File: config.mk
export PLATFORM = sky130hd
export DESIGN_NAME = mem1p_arb_ctl
export DESIGN_NICKNAME = d
export VERILOG_FILES = /design/src/rtl/mem1p_ctl_pkg.sv /design/src/rtl/mem1p_rsp_buf.sv /design/src/rtl/mem1p_arb_ctl.sv
export SDC_FILE = /design/constraint.sdc
export NUM_CORES = 1
export LEC_CHECK = 0
export BUFFER_PORTS_ARGS = -buffer_cell sky130_fd_sc_hd__buf_2
export CORE_MARGIN = 5
export CORE_UTILIZATION = 30
export CTS_CLUSTER_SIZE = 30
export DETAILED_ROUTE_END_ITERATION = 8
export PLACE_DENSITY_LB_ADDON = 0.15
export SYNTH_ARGS = -nofsm -noshare
export SYNTH_HDL_FRONTEND = slang
export SYNTH_SLANG_ARGS = --single-unit
File: constraint.sdc
create_clock -name clk -period 6.66 [get_ports clk]
set_input_delay 0.666 -clock clk [delete_from_list [all_inputs] [get_ports clk]]
set_output_delay 0.666 -clock clk [all_outputs]
set_load 0.1 [all_outputs]
File: src/rtl/mem1p_ctl_pkg.sv
`default_nettype none
// ============================================================================
// Module   : mem1p_ctl_pkg
// Purpose  : Shared constants and grant encoding for the single-port RAM
//            arbiter/controller and its response buffer.
// Revision : 1.0 - initial release
// ============================================================================
package mem1p_ctl_pkg;

    localparam logic RR_WR = 1'b0;
    localparam logic RR_RD = 1'b1;

    localparam int RSP_DEPTH = 2;

    typedef enum logic [1:0] {
        GNT_NONE = 2'd0,
        GNT_WR   = 2'd1,
        GNT_RD   = 2'd2
    } gnt_e;

endpackage
`default_nettype wire

File: src/rtl/mem1p_rsp_buf.sv
`default_nettype none
// ============================================================================
// Module   : mem1p_rsp_buf
// Purpose  : Two-entry srdy/drdy FIFO holding captured read data; exposes its
//            occupancy so the arbiter can ration read credits.
// Revision : 1.0 - initial release
// ============================================================================
module mem1p_rsp_buf
    import mem1p_ctl_pkg::*;
#(
    parameter int width = 8
) (
    input  logic             clk,
    input  logic             reset_n,
    input  logic             push,
    input  logic [width-1:0] push_data,
    output logic             srdy,
    input  logic             drdy,
    output logic [width-1:0] data,
    output logic [1:0]       count
);

    localparam logic [1:0] c_full = 2'(RSP_DEPTH);

    logic [width-1:0] r_mem [RSP_DEPTH];
    logic             r_wr_ptr;
    logic             r_rd_ptr;
    logic [1:0]       r_count;

    logic             w_pop;
    logic             w_push_ok;

    assign srdy  = (r_count != 2'd0);
    assign data  = r_mem[r_rd_ptr];
    assign count = r_count;

    assign w_pop     = srdy && drdy;
    // A pop frees the head slot at the same edge, so a full buffer can still take a push.
    assign w_push_ok = push && ((r_count != c_full) || w_pop);

    always_ff @(posedge clk or negedge reset_n) begin
        if (!reset_n) begin
            r_wr_ptr <= 1'b0;
            r_rd_ptr <= 1'b0;
            r_count  <= 2'd0;
        end else begin
            if (w_push_ok) begin
                r_wr_ptr <= ~r_wr_ptr;
            end
            if (w_pop) begin
                r_rd_ptr <= ~r_rd_ptr;
            end
            r_count <= r_count + 2'(w_push_ok) - 2'(w_pop);
        end
    end

    always_ff @(posedge clk) begin
        if (w_push_ok) begin
            r_mem[r_wr_ptr] <= push_data;
        end
    end

endmodule
`default_nettype wire

File: src/rtl/mem1p_arb_ctl.sv
`default_nettype none
// ============================================================================
// Module   : mem1p_arb_ctl
// Purpose  : Shares one single-port synchronous RAM between a write channel and
//            a read channel with round-robin arbitration and a credited,
//            full-throughput read-response path.
// Revision : 1.0 - initial release
// ============================================================================
module mem1p_arb_ctl
    import mem1p_ctl_pkg::*;
#(
    parameter int depth   = 256,
    parameter int width   = 8,
    parameter int addr_sz = $clog2(depth)
) (
    input  logic               clk,
    input  logic               reset_n,

    input  logic               wr_srdy,
    output logic               wr_drdy,
    input  logic [addr_sz-1:0] wr_addr,
    input  logic [width-1:0]   wr_data,

    input  logic               rq_srdy,
    output logic               rq_drdy,
    input  logic [addr_sz-1:0] rq_addr,

    output logic               rs_srdy,
    input  logic               rs_drdy,
    output logic [width-1:0]   rs_data,

    output logic               m_wr_en,
    output logic               m_rd_en,
    output logic [addr_sz-1:0] m_addr,
    output logic [width-1:0]   m_d_in,
    input  logic [width-1:0]   m_d_out
);

    logic       r_rr_ptr;
    logic       r_inflight;

    logic [1:0] w_buf_count;
    logic       w_pop;
    logic [2:0] w_credit;
    logic       w_rd_ok;
    logic       w_both_req;
    gnt_e       w_gnt;

    // Slots already claimed by buffered or in-flight data; a pop this cycle
    // returns one, which keeps back-to-back reads bubble-free.
    assign w_pop      = rs_srdy && rs_drdy;
    assign w_credit   = 3'(w_buf_count) + 3'(r_inflight) - 3'(w_pop);
    assign w_rd_ok    = (w_credit < 3'(RSP_DEPTH));
    assign w_both_req = wr_srdy && rq_srdy;

    always_ff @(posedge clk or negedge reset_n) begin
        if (!reset_n) begin
            r_rr_ptr   <= RR_WR;
            r_inflight <= 1'b0;
        end else begin
            // A write is always grantable, so both requesting implies a grant.
            if (w_both_req) begin
                r_rr_ptr <= ~r_rr_ptr;
            end
            r_inflight <= (w_gnt == GNT_RD);
        end
    end

    always_comb begin
        w_gnt = GNT_NONE;
        if (w_both_req && w_rd_ok) begin
            w_gnt = (r_rr_ptr == RR_RD) ? GNT_RD : GNT_WR;
        end else if (wr_srdy) begin
            w_gnt = GNT_WR;
        end else if (rq_srdy && w_rd_ok) begin
            w_gnt = GNT_RD;
        end
    end

    always_comb begin
        wr_drdy = (w_gnt == GNT_WR);
        rq_drdy = (w_gnt == GNT_RD);
        m_wr_en = (w_gnt == GNT_WR);
        m_rd_en = (w_gnt == GNT_RD);
        m_addr  = (w_gnt == GNT_WR) ? wr_addr : rq_addr;
        m_d_in  = wr_data;
    end

    // RAM output is only valid in the cycle after issue, so capture it unconditionally then.
    mem1p_rsp_buf #(
        .width (width)
    ) u_rsp_buf (
        .clk       (clk),
        .reset_n   (reset_n),
        .push      (r_inflight),
        .push_data (m_d_out),
        .srdy      (rs_srdy),
        .drdy      (rs_drdy),
        .data      (rs_data),
        .count     (w_buf_count)
    );

endmodule
`default_nettype wire

-- Word level (Yosys, flattened, before mapping)
Memories as Yosys holds them, arrays and structs flattened.
Index checks and enable logic that the tools add are counted.
- register bits after elaboration: 6
- memory bits (writable): 16
- input port bits: 37
- output and inout bits: 29
- word-level logic and storage cells: 31
- memories: 1
- $add $sub $neg: 4
- magnitude comparators: 1
- equality and inequality tests: 3
- muxes and demuxes: 7
- bitwise gates (word level): 3
- reductions and logical operators: 7
- memory list (memory ; words ; bits a word ; rd ports ; clocked after memory_dff ; wr ports ; line ; RTL):
    u_rsp_buf.r_mem ; 2 ; 8 ; 1 ; 0 ; 1 ; mem1p_rsp_buf.sv:25 ; logic [width-1:0] r_mem [RSP_DEPTH];
- operators by type and width (cell ; count):
    $mux 2 ; 4
    $mux 8 ; 1
    $logic_and 1x1->1 ; 5
    $add 2x1->3 ; 1
    $lt 3x2->1 const B ; 1
    $not 1->1 ; 3
    $sub 3x1->3 ; 1
    $add 2x1->2 ; 1
    $eq 2x1->1 const B ; 1
    $eq 2x2->1 const B ; 1
    $mux 1 ; 2
    $ne 2x2->1 const B ; 1
    $reduce_bool 2->1 ; 1
    $sub 2x1->2 ; 1
    $logic_or 1x1->1 ; 1

-- Longest topological paths before layout
Gate-level depths: netlist of the first run.
- depth in word-level cells: 10
- depth in mapped cells: 7
- mapped depth without buffers: 7

-- Cells and area by module
From an unflattened synthesis of the first run, not the netlist that was laid out.
- cells, all modules: 76
- area, all modules: 1141.1 um^2
- modules (own cells, without submodules) (module ; instances ; cells an instance ; area each (um^2) ; seq. area each (um^2)):
    mem1p_rsp_buf ; 1 ; 45 ; 813.3 ; 580.6
    mem1p_arb_ctl ; 1 ; 31 ; 327.8 ; 50.0

-- Worst setup path after synthesis of the first run
Ideal clock, no wire load.
- kind: input to output
- start point: input rs_drdy
- end point: output m_addr[0]
- arrival: 3.042 ns
- required time: 5.994 ns
- slack: 2.952 ns
- stages on the path: 7
- buffers on the path: 0
- path through: nand3b_1 -> o21ai_0 -> nand2_1 -> fa_1 -> xnor2_1 -> a41oi_4 -> mux2_2
- word-level cells in the longest chain between the ends: 9
- elaborated cells on any way between the ends: 10
- those cells by class: 1 x add/sub; 1 x order compare; 1 x eq/ne; 4 x mux; 3 x reduce/logical
- RTL lines (item ; line ; RTL):
    start: declaration ; mem1p_arb_ctl.sv:29 ; input logic rs_drdy,
    $logic_and 1x1->1 * ; mem1p_arb_ctl.sv:51 ; assign w_pop = rs_srdy && rs_drdy;
    $sub 3x1->3 * ; mem1p_arb_ctl.sv:52 ; assign w_credit = 3'(w_buf_count) + 3'(r_inflight) - 3'(w_pop);
    $lt 3x2->1 * ; mem1p_arb_ctl.sv:53 ; assign w_rd_ok = (w_credit < 3'(RSP_DEPTH));
    $logic_and 1x1->1 ; mem1p_arb_ctl.sv:75 ; end else if (rq_srdy && w_rd_ok) begin
    $mux 2 ; mem1p_arb_ctl.sv:75 ;
    $mux 2 ; mem1p_arb_ctl.sv:73 ; end else if (wr_srdy) begin
    $mux 2 * ; mem1p_arb_ctl.sv:71 ; if (w_both_req && w_rd_ok) begin
    $eq 2x1->1 * ; - ;
    net m_wr_en ; mem1p_arb_ctl.sv:32 ; output logic m_wr_en,
    $mux 8 * ; mem1p_arb_ctl.sv:85 ; m_addr = (w_gnt == GNT_WR) ? wr_addr : rq_addr;
    end: declaration ; mem1p_arb_ctl.sv:34 ; output logic [addr_sz-1:0] m_addr,
Mark *: on every way through the listed nets, which the timed path passes. The rest lies on a longest branch.

-- Worst setup path in the final report of the first run
- start point: register u_rsp_buf.r_count[1] (netlist: u_rsp_buf.count[1])
- end point: output m_addr[2]
- word-level cells in the longest chain between the ends: 10
- elaborated cells on any way between the ends: 12
- those cells by class: 2 x add/sub; 1 x order compare; 1 x eq/ne; 4 x mux; 4 x reduce/logical
- RTL lines (item ; line ; RTL):
    start: declaration ; mem1p_rsp_buf.sv:28 ; logic [1:0] r_count;
    start signal: assignment ; mem1p_rsp_buf.sv:53 ; r_count <= r_count + 2'(w_push_ok) - 2'(w_pop);
    parallel branches: the longest is 2 deep, another holds $add 2x1->3 ; - ;
    $sub 3x1->3 * ; mem1p_arb_ctl.sv:52 ;
    $lt 3x2->1 * ; mem1p_arb_ctl.sv:53 ;
    $logic_and 1x1->1 ; mem1p_arb_ctl.sv:75 ;
    $mux 2 ; mem1p_arb_ctl.sv:75 ;
    $mux 2 ; mem1p_arb_ctl.sv:73 ;
    $mux 2 * ; mem1p_arb_ctl.sv:71 ;
    $eq 2x1->1 * ; mem1p_arb_ctl.sv:85 ;
    $mux 8 * ; mem1p_arb_ctl.sv:85 ;
Mark *: on every way between the ends.

==> flow_metrics.py, run 1 <==
metrics = {
    "global_route": {
        "grt.overflow.total": 0,
        "antenna_found_initial": 0,
        "track_usage_pct": 8.44,
        "grt_pass1_wl_um": 3350,
        "grt_max_degree": 13,
        "grt_pass1_vias": 770,
    },
    "worst_setup_path": {
        "reg2reg_depth": 6,
        "end_kind": "primary output",
        "worstPathCellList": "nand3b_1 > o21ai_0 > nand2_1 > fa_1 > xnor2_1 > a41oi_4 > mux2_2 > buf_2",
        "slowest_stage": "dfrtp_1",
        "worstSetupPathType": "flop to primary output",
        "r2r-start": "u_rsp_buf.count[1]",
        "r2r_setup_slack_ps": 4690,
        "crit_family": "compound AO/OA/AOI/OAI gates",
        "cp_num_buf_inv": 1,
        "max_stage_delay_ps": 480,
        "rr_endpoint": "r_inflight",
        "worstPathArrival_ps": 2890,
        "cp.required_ps": 5990,
        "setup.worst_path.start_class": "flop",
        "path_max_fanout": 10,
    },
    "yosys": {
        "syn_area_per_cell_sq_um": 14.5,
        "synthCells": 75,
        "yosys.area.top_type": "edfxtp_1",
        "ys_seq_area_share_pct": 57.9,
        "synth_nets": 115,
        "post-synth-top-area-fraction_pct": 44.1,
        "ys_top_cells_by_area": "edfxtp_1 44%, mux2_2 17%, dfrtp_1 14%, buf_4 6.9%, xnor2_1 3.2%",
        "synth_area_sq_mm": 0.00109,
        "ys_warn_count": 0,
        "ys_types": 18,
        "synth-seq-cells": 22,
    },
    "timing": {
        "fin_crit_sh_pct": 53.4,
        "worstMarginPinSlew_ps": 712,
        "finalHoldViolCount": 0,
        "fin_worst_skew_ps": 4.09,
        "slew_viol_final": 0,
        "min_period_ps": 3560,
        "maxSlewHeadroom_pct": 52.4,
        "finalSetupTns_ps": 0,
        "setup_viol": 0,
        "max_clock_freq_mhz": 281,
        "rsz0062_at_grt": "no",
    },
    "die": {
        "die_h_um": 70.3,
        "die-area_sq_mm": 0.00494,
        "start_util_pct": 31.9,
        "core_area_sq_mm": 0.00342,
        "die_w_um": 70.3,
        "std_cell_rows": 21,
        "ios": 66,
    },
    "finish": {
        "fill_cells": 352,
        "stdcell_area_sq_mm": 0.00135,
        "final_common_cell": "buf_2",
        "syn_to_final_growth_pct": 23.9,
        "num_antenna_cells": 0,
        "final_cell_mix": "49 x buf_2, 16 x mux2_2, 16 x edfxtp_1, 6 x inv_1, 6 x dfrtp_1",
        "nets": 158,
        "drive_gt1_share_pct": 60.7,
    },
    "flow_run": {
        "maxCapViolCount": 0,
    },
    "clocking": {
        "cts_sinks": 22,
        "clockBufferDepth": 2,
        "htree_num_levels": 1,
        "holdBufCountCts": 0,
        "cts-resized-gates": 0,
        "root_buffer": "clkbuf_4",
        "post_cts_buffers": 0,
        "cts_tree": "done",
        "cts-buffers-inserted": 3,
        "path_clk_slew_ps": 120,
        "worstSkewPairLatency_ps": 300,
    },
    "route": {
        "wl_per_cell_um": 12.7,
        "drt-pass1-iter-count": 4,
        "antenna_left": 0,
        "vias_per_cell": 4.24,
        "drt_iter0_markers": 14,
        "vias": 691,
        "drc": 0,
        "routed_wl_um": 2070,
    },
    "place": {
        "gp_congestion": 0.715,
        "hpwl_um": 1660,
        "dpl_cell_area_sq_mm": 0.00131,
        "portBuffers": 49,
    },
    "min_path": {
        "hold_class": "input port to asynchronous set/reset pin",
    },
    "outcome": {
        "status": "complete, no violations",
    },
}
-- cells in the mapped netlist --
cell type / n
nand2_1: 3
nor2_1: 2
o2111a_1: 1
mux2_2: 16
or2b_1: 1
fa_1: 1
o21ai_0: 2
inv_1: 6
buf_4: 10
xnor2_1: 4
dfrtp_1: 6
a41oi_4: 1
nand3b_1: 1
xor2_1: 1
ha_1: 2
or2_2: 1
edfxtp_1: 16
clkbuf_1: 1
-- how the worst max path moves through the flow --
stage / startpoint / to / slack [ps] / cells after the start
after global placement: rs_drdy / m_addr[1] / 3250 / 9
after global routing: u_rsp_buf.count[1] / m_addr[7] / 2910 / 8
after floorplan: rs_drdy / m_addr[0] / 2950 / 7
after detailed placement: rs_drdy / m_addr[2] / 3150 / 9
after CTS: u_rsp_buf.count[1] / m_addr[2] / 3080 / 8
final: u_rsp_buf.count[1] / m_addr[2] / 3100 / 8
-- registers in the layout (all words and copies together), names as in the netlist --
register	flops
r_rr_ptr	1
u_rsp_buf.r_wr_ptr	1
u_rsp_buf.r_mem	16
u_rsp_buf.r_rd_ptr	1
r_inflight	1
u_rsp_buf.count	2
-- final cells by class --
class / instances / area [sq um] / share of cell area (%)
Inverter: 6 / 22.5 / 1.67
Timing Repair Buffer: 49 / 245 / 18.2
Multi-Input combinational cell: 36 / 358 / 26.5
Sequential cell: 22 / 631 / 46.7
Clock buffer: 4 / 36.3 / 2.69
Tap cell: 46 / 57.6 / 4.26
-- worst register-to-register path: stages (launching register included) --
cell	delay [ps]
dfrtp_1	480
nand3b_1	160
o21ai_0	150
nand2_1	110
fa_1	380
xnor2_1	320
o2111a_1	290
-- routing by layer --
metal / vias up / global-route usage, % / part of all wire (%)
li1: 335 / - / -
met1: 315 / 9.63 / 41
met2: 39 / 14.6 / 49
met3: 2 / 3.59 / 9.5
met4: 0 / 1.91 / 0.43
met5: - / 0 / 0
-- cell families (layout without fill, tap and decap cells) --
family | Yosys count | count (layout) | synth area share, %
AOI/OAI and AO/OA | 4 | 4 | 4.48
muxes | 16 | 16 | 16.5
xor gates and xnor gates | 5 | 5 | 4.02
DFF | 22 | 22 | 57.9
adders and majority gates | 3 | 3 | 4.13
and+or+nand+nor | 8 | 8 | 3.68
buffers and inverters | 17 | 59 | 9.30
-- stage by stage --
stage	setup WS, ps	hold slack, ps	instances	util (%)
CTS	3080	168	163	39.5
global route	2910	146	163	39.5
detailed placement	3150	504	159	38.5
global placement	3250	505	159	38.5
floorplan	2950	370	75	-
finish	3100	168	163	39.5
Power of run 1 is not shown: default switching activity piles up to over one toggle a cycle in this logic, so the estimate is an artifact.
==> run 2: changes to the inputs <==
ABC_AREA = 1   (was unset)
clock period = 3.37 ns   (was 6.66 ns; I/O delays follow)
==> run 2 against run 1 <==
Net effect:
- non-clock buffer count up 1
- hold slack gained 98 ps
- register-to-register slack got worse by 3500 ps
- synthesized area increased by 4.1%
- largest cell class unchanged
- clock-buffer cell count stayed put
- final cell count up 26%
- cell area increased by 6.2%
- synthesized cell count is 55% higher
==> flow_metrics.py, run 2 <==
metrics = {
    "outcome": {
        "status": "complete, no violations",
    },
    "yosys": {
        "ys_warn_count": 0,
        "ys_seq_area_share_pct": 55.6,
        "synthTopCellsByCount": "45 x nand2_1, 16 x edfxtp_1, 10 x buf_4",
        "yosysMostFrequentCell": "nand2_1",
        "syn_area_per_cell_sq_um": 9.78,
        "post-synth-top-area-fraction_pct": 42.3,
        "synth-seq-cells": 22,
        "synth_nets": 156,
        "yosys.area.top_type": "edfxtp_1",
        "synth_area_sq_mm": 0.00113,
        "synth-edff-count": 16,
        "synthFlopType": "edfxtp_1",
        "ys_top_cells_by_area": "edfxtp_1 42%, nand2_1 15%, dfrtp_1 13%, buf_4 6.6%, nand3_1 4.0%",
        "ys_async_sr_fraction_pct": 27.3,
        "ys_types": 21,
        "synthCells": 116,
    },
    "finish": {
        "layout.cells.non_filler": 206,
        "largest-register": "u_rsp_buf.r_mem",
        "final_cell_mix": "47 x buf_2, 45 x nand2_1, 16 x edfxtp_1, 9 x nand3_1, 6 x dfrtp_1",
        "num_antenna_cells": 0,
        "drive_gt1_share_pct": 41.1,
        "final_common_cell": "buf_2",
        "largest_register_ffs": 16,
        "nets": 199,
        "syn_to_final_growth_pct": 26.4,
    },
    "clocking": {
        "path_clk_slew_ps": 70,
        "post_cts_buffers": 0,
        "htree_num_levels": 1,
        "worstSkewPairLatency_ps": 250,
        "cts_sinks": 22,
        "cts_tree": "done",
        "root_buffer": "clkbuf_8",
        "clockBufferDepth": 2,
        "cts-buffers-inserted": 3,
    },
    "power_and_ir_drop": {
        "powerDensity_mw_per_mm2": 1110,
        "p_sw_w": 0.000975,
        "p_int_w": 0.000613,
        "p_leak_nw": 0.711,
        "p_seq_share_pct": 25.5,
        "netSwitchingFraction_pct": 61.4,
        "clock_power_share_pct": 10.0,
        "irDropWorstVdd_v": 0.000456,
        "combPwrFrac_pct": 64.4,
    },
    "die": {
        "core_area_sq_mm": 0.00366,
        "die_w_um": 71.5,
        "ios": 66,
        "start_util_pct": 31.0,
        "die_h_um": 71.5,
        "std_cell_rows": 22,
        "die-area_sq_mm": 0.00511,
    },
    "route": {
        "vias": 874,
        "antenna_left": 0,
        "wl_per_cell_um": 12.3,
        "drt_iter0_markers": 36,
        "routed_wl_um": 2530,
        "vias_per_cell": 4.24,
        "drc": 0,
        "drt-pass1-iter-count": 4,
    },
    "timing": {
        "setup_viol": 0,
        "fin_crit_sh_pct": 92.2,
        "finalHoldViolCount": 0,
        "slew_viol_final": 0,
        "min_period_ps": 3110,
        "max_clock_freq_mhz": 322,
        "finalSetupTns_ps": 0,
        "fin_ws_ps": 261,
        "worstMarginPinSlew_ps": 753,
        "whs_ps": 266,
        "fin_worst_skew_ps": 3.68,
        "maxSlewHeadroom_pct": 49.6,
        "rsz0062_at_grt": "no",
    },
    "place": {
        "gp_congestion": 0.725,
        "pre_cts_ws_ps": 463,
        "portBuffers": 49,
        "hpwl_um": 2080,
        "place_inst": 201,
    },
    "worst_setup_path": {
        "path_max_fanout": 9,
        "cp.required_ps": 3030,
        "end_kind": "primary output",
        "setup.worst_path.start_class": "flop",
        "worstSetupPathType": "flop to primary output",
        "worstPathArrival_ps": 2770,
    },
    "global_route": {
        "antenna_found_initial": 0,
        "grtUsageMet2_pct": 18.2,
        "grt.overflow.total": 0,
        "grtUsageMet3_pct": 3.51,
        "busiest_layer": "met2",
        "grt_pass1_wl_um": 4320,
        "gr-usage-met1_pct": 11.6,
        "grt_pass1_vias": 950,
        "track_usage_pct": 10.6,
        "grt_max_degree": 13,
    },
    "min_path": {
        "hold_class": "input port to flop",
    },
    "flow_run": {
        "maxCapViolCount": 0,
    },
}
-- run 2: cell types whose count changed after synthesis, sizes merged, moves of 2 or more --
cell | previous run | this run
buf | 10 | 12
nand3 | 0 | 9
mux2 | 16 | 0
xnor2 | 4 | 1
inv | 6 | 9
nand2 | 3 | 49
nor2 | 2 | 6
-- run 2: power by group through the flow --
| stage | Combinational (W) | Sequential, W | Clock, W |
|---|---|---|---|
| 2_1_floorplan | 0.000955 | 0.000387 | 0 |
| 3_3_place_gp | 0.00102 | 0.000411 | 0 |
| 3_5_place_dp | 0.00103 | 0.000412 | 0 |
| 4_1_cts | 0.00103 | 0.000407 | 0.000168 |
| 5_1_grt | 0.00109 | 0.000415 | 0.000180 |
| 6_report | 0.00102 | 0.000406 | 0.000159 |
-- run 2: per-layer routing --
layer	up-vias	wire length (um)	share of wire (%)
met5	-	0	0
met4	0	61	2.4
met3	4	304	12
met2	48	1190	47
met1	378	974	39
li1	444	-	-
-- run 2: final timing paths --
check	start	to	slack [ps]	depth (start not counted)
worst max register to register	u_rsp_buf.count[1]	r_inflight	1170	14
worst min register to register	r_rr_ptr	r_rr_ptr	540	1
max in group asynchronous	reset_n	u_rsp_buf.r_wr_ptr	2780	2
worst max-delay path	u_rsp_buf.count[1]	m_addr[7]	260	15
min in group asynchronous	reset_n	u_rsp_buf.count[0]	440	2
worst min-delay path	m_d_out[0]	u_rsp_buf.r_mem[0][0]	270	1
-- run 2: worst max-delay path, stage by stage, from the launching register on --
cell and delay [ps]:
dfrtp_1 430, inv_2 110, nand2_8 80, nand2_2 70
nor2_4 110, inv_2 50, o21ai_2 60, nand2_1 90
fa_1 500, nand2_1 50, inv_1 100, nand4_4 180
nand2_4 160, nand2_1 60, nand2_1 50, buf_2 420
-- run 2: per-stage QoR --
| step | util (%) | power (W) | cell area [sq um] |
|---|---|---|---|
| 2_1_floorplan | - | 0.00134 | 1160 |
| 3_3_place_gp | 37.5 | 0.00143 | 1370 |
| 3_5_place_dp | 37.5 | 0.00144 | 1370 |
| 4_1_cts | 39.0 | 0.00161 | 1430 |
| 5_1_grt | 39.2 | 0.00168 | 1430 |
| 6_report | 39.2 | 0.00159 | 1430 |
-- run 2: cell type report --
cell class	instances	area (sq um)
Multi-Input combinational cell	73	402
Clock buffer	4	45.0
Fill cell	389	2230
Inverter	9	36.3
Sequential cell	22	631
Tap cell	48	60.1
Timing Repair Buffer	50	260
-- run 2: repair_timing --
action / CTS / global route
setup endpoints to repair: 0 / 2
resized for setup: 0 / 2
hold endpoints to repair: 6 / 0
hold buffers: 1 / 0
-- run 2: kinds of logic (layout without fill, tap and decap cells) --
| logic type | after synthesis | in the layout | synth area share [%] |
|---|---|---|---|
| xor+xnor | 3 | 3 | 2.32 |
| simple gates | 65 | 65 | 26.2 |
| buf+inv | 21 | 63 | 10.7 |
| fa+ha+maj | 3 | 3 | 3.97 |
| flops | 22 | 22 | 55.6 |
| compound gates | 2 | 2 | 1.21 |
Note: power is estimated with default switching activity, not from simulation.
